<file path="src/rtl/noc_pkg.sv">
// rtl/noc_pkg.sv - NoC packet field layout and local-port output FSM encodings
package noc_pkg;

  // Packet field widths
  localparam int DIM   = 4;
  localparam int PID_W = 10;
  localparam int MID_W = 6;

  // Packet field LSB offsets within the 32-bit packet
  localparam int XDST_LSB = 28;
  localparam int YDST_LSB = 24;
  localparam int XSRC_LSB = 20;
  localparam int YSRC_LSB = 16;
  localparam int PID_LSB  = 6;
  localparam int MID_LSB  = 0;

  // Output (routing-stage side) handshake states
  typedef enum logic {
    O_IDLE = 1'b0,
    O_REQ  = 1'b1
  } ostate_t;

  // Destination coordinate {xDst, yDst} of a packet
  function automatic logic [2*DIM-1:0] pkt_dst(input logic [31:0] pkt);
    return {pkt[XDST_LSB +: DIM], pkt[YDST_LSB +: DIM]};
  endfunction

endpackage

</file>
<file path="src/rtl/noc_fifo_mem.sv">
// rtl/noc_fifo_mem.sv - FIFO storage array, one write port and one async read port
module noc_fifo_mem
  import noc_pkg::*;
#(
  parameter int DEPTH      = 4,
  parameter int dataWidth  = 32,
  parameter int ADDR_WIDTH = 2
) (
  input  logic                  clk,
  input  logic                  we_i,
  input  logic [ADDR_WIDTH-1:0] waddr_i,
  input  logic [dataWidth-1:0]  wdata_i,
  input  logic [ADDR_WIDTH-1:0] raddr_i,
  output logic [dataWidth-1:0]  rdata_o
);

  logic [dataWidth-1:0] mem_q [DEPTH];

  // Storage write; contents are not reset since pointers/count gate all reads
  always_ff @(posedge clk) begin
    if (we_i) begin
      mem_q[waddr_i] <= wdata_i;
    end
  end

  assign rdata_o = mem_q[raddr_i];

endmodule

</file>
<file path="src/rtl/local_port_input_buffer.sv">
// rtl/local_port_input_buffer.sv - router local-port input FIFO with Req/Gnt on both sides; LOCAL_PORT_STATS_EN adds traffic counters
module local_port_input_buffer
  import noc_pkg::*;
#(
  parameter logic [5:0] routerID   = 6'b000_000,
  parameter int         dataWidth  = 32,
  parameter int         DEPTH      = 4,
  parameter int         ADDR_WIDTH = 2
) (
  input  logic                 clk,
  input  logic                 reset,
  input  logic                 ReqUpStr,
  output logic                 GntUpStr,
  output logic                 UpStrFull,
  input  logic [dataWidth-1:0] PacketIn,
  output logic                 ReqDnStr,
  input  logic                 GntDnStr,
  output logic [dataWidth-1:0] PacketOut
`ifdef LOCAL_PORT_STATS_EN
  ,
  output logic [15:0]          PktInCount,
  output logic [15:0]          PktOutCount,
  output logic [ADDR_WIDTH:0]  MaxOccupancy
`endif
);

  localparam logic [ADDR_WIDTH:0]   DEPTH_C = (ADDR_WIDTH+1)'(DEPTH);
  localparam logic [ADDR_WIDTH:0]   CNT_ONE = (ADDR_WIDTH+1)'(1);
  localparam logic [ADDR_WIDTH-1:0] PTR_ONE = ADDR_WIDTH'(1);

  ostate_t               state_q, state_d;
  logic [ADDR_WIDTH-1:0] wptr_q, wptr_d;
  logic [ADDR_WIDTH-1:0] rptr_q, rptr_d;
  logic [ADDR_WIDTH:0]   count_q, count_d;
  logic                  gnt_q, gnt_d;
  logic                  req_q, req_d;
  logic                  full_q, full_d;
  logic [dataWidth-1:0]  pkt_q, pkt_d;
  logic [dataWidth-1:0]  mem_rdata;
  logic                  accept;
  logic                  pop;

  // routerID only tags the optional statistics; kept visible to avoid a dangling parameter
  logic [5:0] unused_router_id;
  assign unused_router_id = routerID;

  // A grant in flight blocks a second accept because the injector drops Req one cycle late
  assign accept = ReqUpStr && !gnt_q && (count_q < DEPTH_C);
  assign pop    = (state_q == O_REQ) && GntDnStr;

  noc_fifo_mem #(
    .DEPTH      (DEPTH),
    .dataWidth  (dataWidth),
    .ADDR_WIDTH (ADDR_WIDTH)
  ) u_mem (
    .clk     (clk),
    .we_i    (accept),
    .waddr_i (wptr_q),
    .wdata_i (PacketIn),
    .raddr_i (rptr_q),
    .rdata_o (mem_rdata)
  );

  // Write side and occupancy: grant pulse, write pointer, count and registered Full
  always_comb begin
    gnt_d  = accept;
    wptr_d = accept ? (wptr_q + PTR_ONE) : wptr_q;
    case ({accept, pop})
      2'b10:   count_d = count_q + CNT_ONE;
      2'b01:   count_d = count_q - CNT_ONE;
      default: count_d = count_q;
    endcase
    full_d = (count_d == DEPTH_C);
  end

  // Read side FSM: load the head into the output register, then hold it until granted
  always_comb begin
    state_d = state_q;
    req_d   = req_q;
    pkt_d   = pkt_q;
    rptr_d  = rptr_q;
    case (state_q)
      O_IDLE: begin
        if (count_q != '0) begin
          pkt_d   = mem_rdata;
          req_d   = 1'b1;
          state_d = O_REQ;
        end
      end
      O_REQ: begin
        if (GntDnStr) begin
          req_d   = 1'b0;
          rptr_d  = rptr_q + PTR_ONE;
          state_d = O_IDLE;
        end
      end
    endcase
  end

  // State registers; reset discards any buffered or in-flight packet
  always_ff @(posedge clk) begin
    if (!reset) begin
      state_q <= O_IDLE;
      wptr_q  <= '0;
      rptr_q  <= '0;
      count_q <= '0;
      gnt_q   <= 1'b0;
      req_q   <= 1'b0;
      full_q  <= 1'b0;
      pkt_q   <= '0;
    end else begin
      state_q <= state_d;
      wptr_q  <= wptr_d;
      rptr_q  <= rptr_d;
      count_q <= count_d;
      gnt_q   <= gnt_d;
      req_q   <= req_d;
      full_q  <= full_d;
      pkt_q   <= pkt_d;
    end
  end

  assign GntUpStr  = gnt_q;
  assign UpStrFull = full_q;
  assign ReqDnStr  = req_q;
  assign PacketOut = pkt_q;

`ifdef LOCAL_PORT_STATS_EN
  logic [15:0]         in_cnt_q, out_cnt_q;
  logic [ADDR_WIDTH:0] max_occ_q;

  // Traffic counters (wrap at 16 bits) and occupancy high-water mark
  always_ff @(posedge clk) begin
    if (!reset) begin
      in_cnt_q  <= '0;
      out_cnt_q <= '0;
      max_occ_q <= '0;
    end else begin
      if (accept) begin
        in_cnt_q <= in_cnt_q + 16'd1;
      end
      if (pop) begin
        out_cnt_q <= out_cnt_q + 16'd1;
      end
      if (count_d > max_occ_q) begin
        max_occ_q <= count_d;
      end
    end
  end

  assign PktInCount   = in_cnt_q;
  assign PktOutCount  = out_cnt_q;
  assign MaxOccupancy = max_occ_q;
`endif

endmodule
</file>
<file path="config.mk">
export PLATFORM = sky130hd
export DESIGN_NAME = local_port_input_buffer
export DESIGN_NICKNAME = d
export VERILOG_FILES = /design/src/rtl/noc_pkg.sv /design/src/rtl/noc_fifo_mem.sv /design/src/rtl/local_port_input_buffer.sv
export SDC_FILE = /design/constraint.sdc
export NUM_CORES = 1
export LEC_CHECK = 0
export CORE_MARGIN = 2
export CORE_UTILIZATION = 38
export CTS_BUF_LIST = sky130_fd_sc_hd__clkbuf_8 sky130_fd_sc_hd__clkbuf_16
export CTS_CLUSTER_DIAMETER = 80
export DETAILED_ROUTE_END_ITERATION = 10
export DONT_BUFFER_PORTS = 1
export PLACE_DENSITY = 0.56
export SETUP_SLACK_MARGIN = 0.2
export SLEW_MARGIN = 15
export SYNTH_ARGS = -nofsm -noshare
export SYNTH_HDL_FRONTEND = slang
export SYNTH_SLANG_ARGS = --single-unit
</file>
<file path="constraint.sdc">
create_clock -name clk -period 2.7 [get_ports clk]
set_input_delay 0.135 -clock clk [delete_from_list [all_inputs] [get_ports clk]]
set_output_delay 0.135 -clock clk [all_outputs]
set_load 0.02 [all_outputs]
</file>
==> qor.yml, run 1 <==
status: "finished clean"
arrival_ns: 2.60
drive_gt1_share_pct: 21.9
rrSetupSlack_ns: 0.44
cp-endpoint: "UpStrFull$_SDFF_PN0_"
dr_total_vias: 2885
io_pins: 71
first_global_vias: 3163
rsz0062_at_grt: "false"
syn_to_final_growth_pct: 20.1
reg2reg_from: "GntUpStr$_SDFF_PN0_"
cp_slowest_stage_delay_ns: 0.47
setup_viol: 0
endpoint_kind: "register"
nFillCells: 1352
skew_ns: 0.0112
synth_area_per_cell_sq_um: 20.7
chipHeight_um: 131
routed_wl_mm: 11.0
antenna_found_initial: 0
die-area_sq_um: 17200
critPathKind: "reg -> reg"
grt_pass1_wl_mm: 17.8
ff_latch_area_sq_um: 4710
drtIter0Drc: 117
htreeDepth: 4
worstSetupStartpoint: "GntUpStr$_SDFF_PN0_"
fmax_ghz: 0.442
firstDrtPassIters: 4
netlist_instances: 298
fin_crit_sh_pct: 83.8
clock_latency_ns: 0.43
required_ns: 3.04
period_needed_ns: 2.26
setup-tns-final_ns: 0
hp-class: "in -> reg"
cpMostUsedCell: "inv_1"
crit_chain: "nor3b_2 -> buf_4 -> inv_1 -> ha_1 -> inv_1 -> fa_1 -> xor2_1 -> or3_1 -> a211oi_1"
whs_path_depth: 4
multiInputGateArea_sq_um: 1340
finalMaxSlewViolations: 0
globalplace.congestion: 0.708
syn_area_sq_um: 6160
track_usage_pct: 13.9
grt_max_degree: 33
clk_path_buf_depth: 2
grt_overflow_total: 0
pre_cts_ws_ns: 0.457
start_kind: "register"
ys_ff_latch: 171
slowest_stage: "dfxtp_1"
maxCapViolations: 0
placed_cells: 511
slew_headroom_pct: 50.7
r2r_end: "UpStrFull$_SDFF_PN0_"
use_met2_pct: 23.3
crit_fanout: 7
die_x_um: 131
cts.sinks: 171
cts_buffers: 17
core_area_sq_um: 15900
drc: 0
synth_cell_types: 30
r2r_cells: 9
final_util_pct: 46.6
peakVddDrop_uv: 875
post_cts_buffers: 0
viasPerCell: 5.00
grt_busiest_layer: "met2"
yosysWarnings: 0
gr-usage-met3_pct: 5.52
postCtsHoldBufs: 34
leakage_nw: 2.47
ant_nets: 0
port_buffers: 0
wl_per_cell_um: 19.1
grtUsageMet1_pct: 15.9
start_util_pct: 38.8
ctsResizeCount: 0
cts_root_buf: "clkbuf_16"
cellPowerDensity_nw_per_um2: 991
worstMarginPinSlew_ns: 0.740
postLayoutSetupSlackWorst_ns: 0.438
ys_seq_area_share_pct: 76.4
clk_transition_reported_paths_ns: 0.06
insertedDiodeCount: 0
dp_hpwl_mm: 6.75
hold_viol_final: 0
row_count: 46
final_nets: 390
fin_cells: 577
synth_nets: 340
cts_tree: "done"
-- cell families after synthesis --
family                     Yosys count  synth area share [%]
DFF                                171                  76.4
muxes                               33                  12.1
adders and majority gates            6                  1.34
xor gates and xnor gates             5                 0.711
and+or+nand+nor                     20                  2.03
buffers and inverters               23                  2.07
AOI/OAI and AO/OA                   40                  5.36
-- per-stage QoR --
| step | area, sq um | hold WS [ns] | total power [mW] |
|---|---|---|---|
| detailed placement | 6480 | 0.234 | 5.04 |
| floorplan | 6160 | 0.234 | 4.70 |
| finish | 7400 | 0.141 | 7.33 |
| CTS | 7400 | 0.130 | 7.44 |
| global route | 7400 | 0.181 | 7.67 |
| global placement | 6480 | 0.234 | 5.02 |
-- synthesized netlist by cell type (all sizes together) --
library cell | number | area [sq um]
edfxtp | 128 | 3840
dfxtp | 43 | 861
a22o | 32 | 280
mux4 | 32 | 736
buf | 13 | 90.1
inv | 9 | 33.8
and2 | 7 | 43.8
ha | 5 | 62.6
nor2 | 4 | 15.0
nor3 | 3 | 25.0
xnor2 | 3 | 26.3
a21oi | 2 | 10.0
nor3b | 2 | 20.0
o21ai | 2 | 10.0
xor2 | 2 | 17.5
a211oi | 1 | 7.51
a2bb2oi | 1 | 8.76
a31oi | 1 | 6.26
clkbuf | 1 | 3.75
fa | 1 | 20.0
mux2i | 1 | 10.0
nand2 | 1 | 3.75
nand3 | 1 | 5.00
nor4 | 1 | 6.26
o21a | 1 | 7.51
or3 | 1 | 6.26
-- state kept, by name, indices dropped and copies added, names as in the netlist --
| register | cells |
|---|---|
| PacketOut | 32 |
| UpStrFull | 1 |
| ReqDnStr | 1 |
| u_mem.mem_q | 128 |
| GntUpStr | 1 |
| count_q | 3 |
| wptr_q | 2 |
| state_q | 1 |
| rptr_q | 2 |
-- layout by cell type, fill, tap and decap left out, types with 4 or more instances in the layout --
master         instances
ha_1                   5
edfxtp_1             128
dfxtp_1               41
mux4_2                28
and2_2                 4
mux4_1                 4
a22o_1                32
inv_1                 11
buf_4                  7
clkbuf_16             18
dlygate4sd3_1         34
nor2_1                 4
buf_12                 4
-- per-layer routing --
layer	vias to the layer above	wire length [um]
met3	12	614
met5	-	0
met2	73	5630
met4	0	205
li1	1317	-
met1	1483	4550
-- how the worst min path moves through the flow --
stage | from | endpoint | slack (ns)
floorplan | PacketIn[0] | u_mem.mem_q[0][0]$_DFFE_PP_ | 0.23
global placement | PacketIn[20] | u_mem.mem_q[1][20]$_DFFE_PP_ | 0.23
detailed placement | PacketIn[20] | u_mem.mem_q[0][20]$_DFFE_PP_ | 0.23
CTS | ReqUpStr | GntUpStr$_SDFF_PN0_ | 0.13
global route | ReqUpStr | GntUpStr$_SDFF_PN0_ | 0.18
finish | ReqUpStr | GntUpStr$_SDFF_PN0_ | 0.14
-- cell type report --
cell class                      count  share of cell area [%]
Sequential cell                   171                    63.6
Multi-Input combinational cell    104                    18.1
Timing Repair Buffer               45                    6.39
Clock buffer                       18                    6.09
Tap cell                          216                    3.65
Clock inverter                     14                    1.64
Inverter                            9                   0.457
-- critical path: cells and delay by family, from the launching register on --
kind                       cells  cell delay, ns
AOI/OAI and AO/OA              1            0.27
buffers and inverters          3            0.29
and+or+nand+nor                2            0.40
xor gates and xnor gates       1            0.16
adders and majority gates      2            0.57
DFF                            1            0.47
-- where the power goes --
group,internal [mW],switching [mW],total (mW)
Clock,1.32,1.00,2.33
Combinational,0.597,0.555,1.15
Sequential,3.28,0.571,3.85
Power figures use the tool's default switching activity.
==> run 2: changes to the inputs <==
--- a/config.mk
+++ b/config.mk
@@ -5,13 +5,14 @@
 export SDC_FILE = /design/constraint.sdc
 export NUM_CORES = 1
 export LEC_CHECK = 0
+export ABC_AREA = 1
 export CORE_MARGIN = 2
 export CORE_UTILIZATION = 38
 export CTS_BUF_LIST = sky130_fd_sc_hd__clkbuf_8 sky130_fd_sc_hd__clkbuf_16
 export CTS_CLUSTER_DIAMETER = 80
 export DETAILED_ROUTE_END_ITERATION = 10
 export DONT_BUFFER_PORTS = 1
-export PLACE_DENSITY = 0.56
+export PLACE_DENSITY = 0.58
 export SETUP_SLACK_MARGIN = 0.2
 export SLEW_MARGIN = 15
 export SYNTH_ARGS = -nofsm -noshare
==> constraint.sdc (replaced) <==
create_clock -name clk -period 1.94 [get_ports clk]
set_input_delay 0.097 -clock clk [delete_from_list [all_inputs] [get_ports clk]]
set_output_delay 0.097 -clock clk [all_outputs]
set_load 0.02 [all_outputs]
==> run 2 against run 1 <==
Against the previous run:
- first-iteration DRC count increased by 44%
- highest routed layer unchanged
- flip-flop and latch count did not move
- global-route usage shrank 0.32 points
- worst setup slack got worse by 0.099 ns
- largest power group unchanged
==> qor.yml, run 2 <==
status: "finished clean"  # unchanged
first_global_vias: 4239  # was 3,163
synth_top_family_by_area: "simple AND/OR/NAND/NOR gates"  # was multiplexers
die_x_um: 141  # was 131 um
clk_transition_reported_paths_ns: 0.06  # about the same
async_flop_share_pct: 0  # unchanged
grt_overflow_total: 0  # unchanged
largest_register_ff_count: 128  # unchanged
htreeDepth: 4  # unchanged
ys_seq_area_share_pct: 66.3  # was 76.4%
track_usage_pct: 13.6  # was 13.9%
synth-compound-area-share_pct: 0.740  # was 5.36%
yosysMostFrequentCell: "nand2_1"  # was edfxtp_1
wl_per_cell_um: 12.3  # was 19.1 um
critPathTopFamily: "adder cells"  # unchanged
swShare_pct: 32.2  # was 29.1%
skew_ns: 0.0100  # was 0.0112 ns
drc: 0  # unchanged
peakVddDrop_uv: 705  # was 875 uV
post_cts_buffers: 0  # unchanged
worstSetupStartpoint: "state_q$_SDFF_PN0_"  # was GntUpStr$_SDFF_PN0_
chipHeight_um: 141  # was 131 um
required_ns: 2.25  # was 3.04 ns
fin_crit_sh_pct: 82.5  # was 83.8%
dr_total_vias: 4486  # was 2,885
slew_headroom_pct: 78.0  # was 50.7%
start_kind: "register"  # unchanged
fmax_ghz: 0.625  # was 0.442 GHz
largest_register: "u_mem.mem_q"  # unchanged
synth_nets: 816  # was 340
start_util_pct: 39.1  # was 38.8%
endpoint_kind: "register"  # unchanged
cts_tree: "done"  # unchanged
use_met2_pct: 23.2  # was 23.3%
period_needed_ns: 1.60  # was 2.26 ns
io_pins: 71  # unchanged
cts.sinks: 171  # unchanged
synth_area_per_cell_sq_um: 9.17  # was 20.7 sq um
crit_fanout: 3  # was 7
synth_top_area_cell: "edfxtp_1"  # unchanged
pwr-share-seq_pct: 47.3  # was 52.5%
cp_slowest_stage_delay_ns: 0.37  # was 0.47 ns
place_area_sq_um: 7450  # was 6480 sq um
synth-simple-area-share_pct: 23.4  # was 2.03%
gr-usage-met3_pct: 3.77  # was 5.52%
syn_area_sq_um: 7100  # was 6160 sq um
globalplace.congestion: 0.727  # was 0.708
arrival_ns: 1.91  # was 2.60 ns
setup_viol: 0  # unchanged
layout_commonest_cell: "nand2_1"  # was edfxtp_1
hp-class: "in -> reg"  # unchanged
ant_nets: 0  # unchanged
p_comb_share_pct: 22.0  # was 15.7%
port_buffers: 0  # unchanged
grt_busiest_layer: "met2"  # unchanged
reg2reg_from: "state_q$_SDFF_PN0_"  # was GntUpStr$_SDFF_PN0_
clock_latency_ns: 0.42  # was 0.43 ns
hold_slack_ns: 0.0608  # was 0.141 ns
critPathKind: "reg -> reg"  # unchanged
synth_fa_ha_area_share_pct: 1.16  # was 1.34%
slowest_stage: "fa_1"  # was dfxtp_1
maxCapViolations: 0  # unchanged
yosys-top-cells-area: "edfxtp_1 54%, nand2_1 12%, dfxtp_1 12%"  # was edfxtp_1 62%, dfxtp_1 14%, mux4_2 10%
leakage_nw: 3.59  # was 2.47 nW
finalMaxSlewViolations: 0  # unchanged
worstMarginPinSlew_ns: 0.330  # was 0.740 ns
clk_path_buf_depth: 2  # unchanged
crit_chain: "nand2_1 -> inv_1 -> ha_2 -> inv_1 -> fa_1 -> inv_1 -> nand2_1 -> nand3_1 -> nand2_1 -> nand3_1 -> nor2_1"  # was nor3b_2 -> buf_4 -> inv_1 -> ha_1 -> inv_1 -> fa_1 -> xor2_1 -> or3_1 -> a211oi_1
fin_area_sq_um: 8420  # was 7400 sq um
hold_viol_final: 0  # unchanged
ys_ff_latch: 171  # unchanged
synth_cell_types: 20  # was 30
synth_flop_cell: "edfxtp_1"  # unchanged
p_int_mw: 7.56  # was 5.20 mW
drtIter0Drc: 169  # was 117
viasPerCell: 4.26  # was 5.00
routed_wl_mm: 12.9  # was 11.0 mm
rsz0062_at_grt: "false"  # unchanged
antenna_found_initial: 0  # unchanged
row_count: 49  # was 46
syn_to_final_growth_pct: 18.6  # was 20.1%
yosysWarnings: 0  # unchanged
hp-start: "ReqUpStr"  # unchanged
cts_root_buf: "clkbuf_16"  # unchanged
drive_gt1_share_pct: 5.95  # was 21.9%
grtUsageMet1_pct: 16.9  # was 15.9%
firstDrtPassIters: 5  # was 4
cellPowerDensity_nw_per_um2: 1320  # was 991 nW/um^2
layout_common_cells: "233 x nand2_1, 197 x nor2_1, 128 x edfxtp_1"  # was 128 x edfxtp_1, 41 x dfxtp_1, 34 x dlygate4sd3_1
synth_xor_area_share_pct: 0.123  # was 0.711%
netlist_instances: 774  # was 298
synth_edf_count: 128  # unchanged
grt_max_degree: 73  # was 33
dp_hpwl_mm: 7.52  # was 6.75 mm
synth_top_area_share_pct: 54.2  # was 62.4%
grt_pass1_wl_mm: 20.9  # was 17.8 mm
final_nets: 853  # was 390
core_area_sq_um: 18100  # was 15,900 sq um
cts_buffers: 17  # unchanged
insertedDiodeCount: 0  # unchanged
path_buf_inv: 3  # unchanged
synthMuxAreaShare_pct: 0  # was 12.1%
die-area_sq_um: 19800  # was 17,200 sq um
p_switching_mw: 3.60  # was 2.13 mW
pwr-share-clk_pct: 30.7  # was 31.8%
ys_top_cells_by_count: "233 x nand2_1, 201 x nor2_1, 128 x edfxtp_1"  # was 128 x edfxtp_1, 43 x dfxtp_1, 32 x a22o_1
## run 2: changes by cell type after synthesis, sizes merged, moves of 3 or more
cell / change
a21oi: +3
clkbuf: +6
and2: -7
nand2: +233
nor2: +197
xnor2: -3
mux4: -32
buf: +11
inv: +106
a22o: -32
## run 2: stage by stage
| step | utilization [%] | total power, mW | worst slack [ns] | instances | setup TNS (ns) |
|---|---|---|---|---|---|
| floorplan | - | 7.17 | -0.0130 | 774 | -1.66 |
| global placement | 41.0 | 7.73 | 0.380 | 985 | 0 |
| detailed placement | 41.0 | 7.76 | 0.322 | 985 | 0 |
| CTS | 46.4 | 11.3 | 0.316 | 1053 | 0 |
| global route | 46.4 | 11.9 | 0.201 | 1053 | 0 |
| finish | 46.4 | 11.2 | 0.339 | 1053 | 0 |
## run 2: worst min-delay path, delay by kind of cell
| family | cells | cell delay, ns |
|---|---|---|
| AND/OR/NAND/NOR | 2 | 0.15 |
| buffers and inverters | 1 | 0.19 |
## run 2: kinds of logic after synthesis
family	count (synthesis)
xor gates and xnor gates	1
AOI/OAI and AO/OA	10
and+or+nand+nor	440
buffers and inverters	146
DFF	171
adders and majority gates	6
## run 2: final cells by class
class	instances	area, sq um
Fill cell	1707	9730
Sequential cell	171	4710
Multi-Input combinational cell	457	1840
Timing Repair Buffer	49	556
Inverter	115	432
Clock buffer	17	425
Tap cell	229	287
Clock inverter	15	171
## run 2: metal layers
layer,vias to the layer above,routed length [um]
met3,8,520
met1,1984,6030
met2,67,6250
li1,2427,-
met5,-,0
met4,0,106
## run 2: power by group through the flow
stage | clock network, mW | logic, mW | registers, mW
2_1_floorplan | 0 | 1.89 | 5.29
3_3_place_gp | 0 | 2.38 | 5.35
3_5_place_dp | 0 | 2.39 | 5.37
4_1_cts | 3.51 | 2.51 | 5.29
5_1_grt | 3.64 | 2.91 | 5.35
6_report | 3.42 | 2.45 | 5.28
## run 2: what timing repair did
action | 4_1_cts | 5_1_grt
gates resized for setup | 0 | 2
endpoints found under the setup margin | 0 | 2
endpoints found under the hold margin | 171 | 0
hold buffers | 36 | 0
## run 2: path summary, 6_finish.rpt
path,to,slack [ns],cells after the start
setup / recovery,UpStrFull$_SDFF_PN0_,0.34,11
setup reg to reg,UpStrFull$_SDFF_PN0_,0.34,11
hold reg to reg,state_q$_SDFF_PN0_,0.51,2
hold / removal,GntUpStr$_SDFF_PN0_,0.06,3
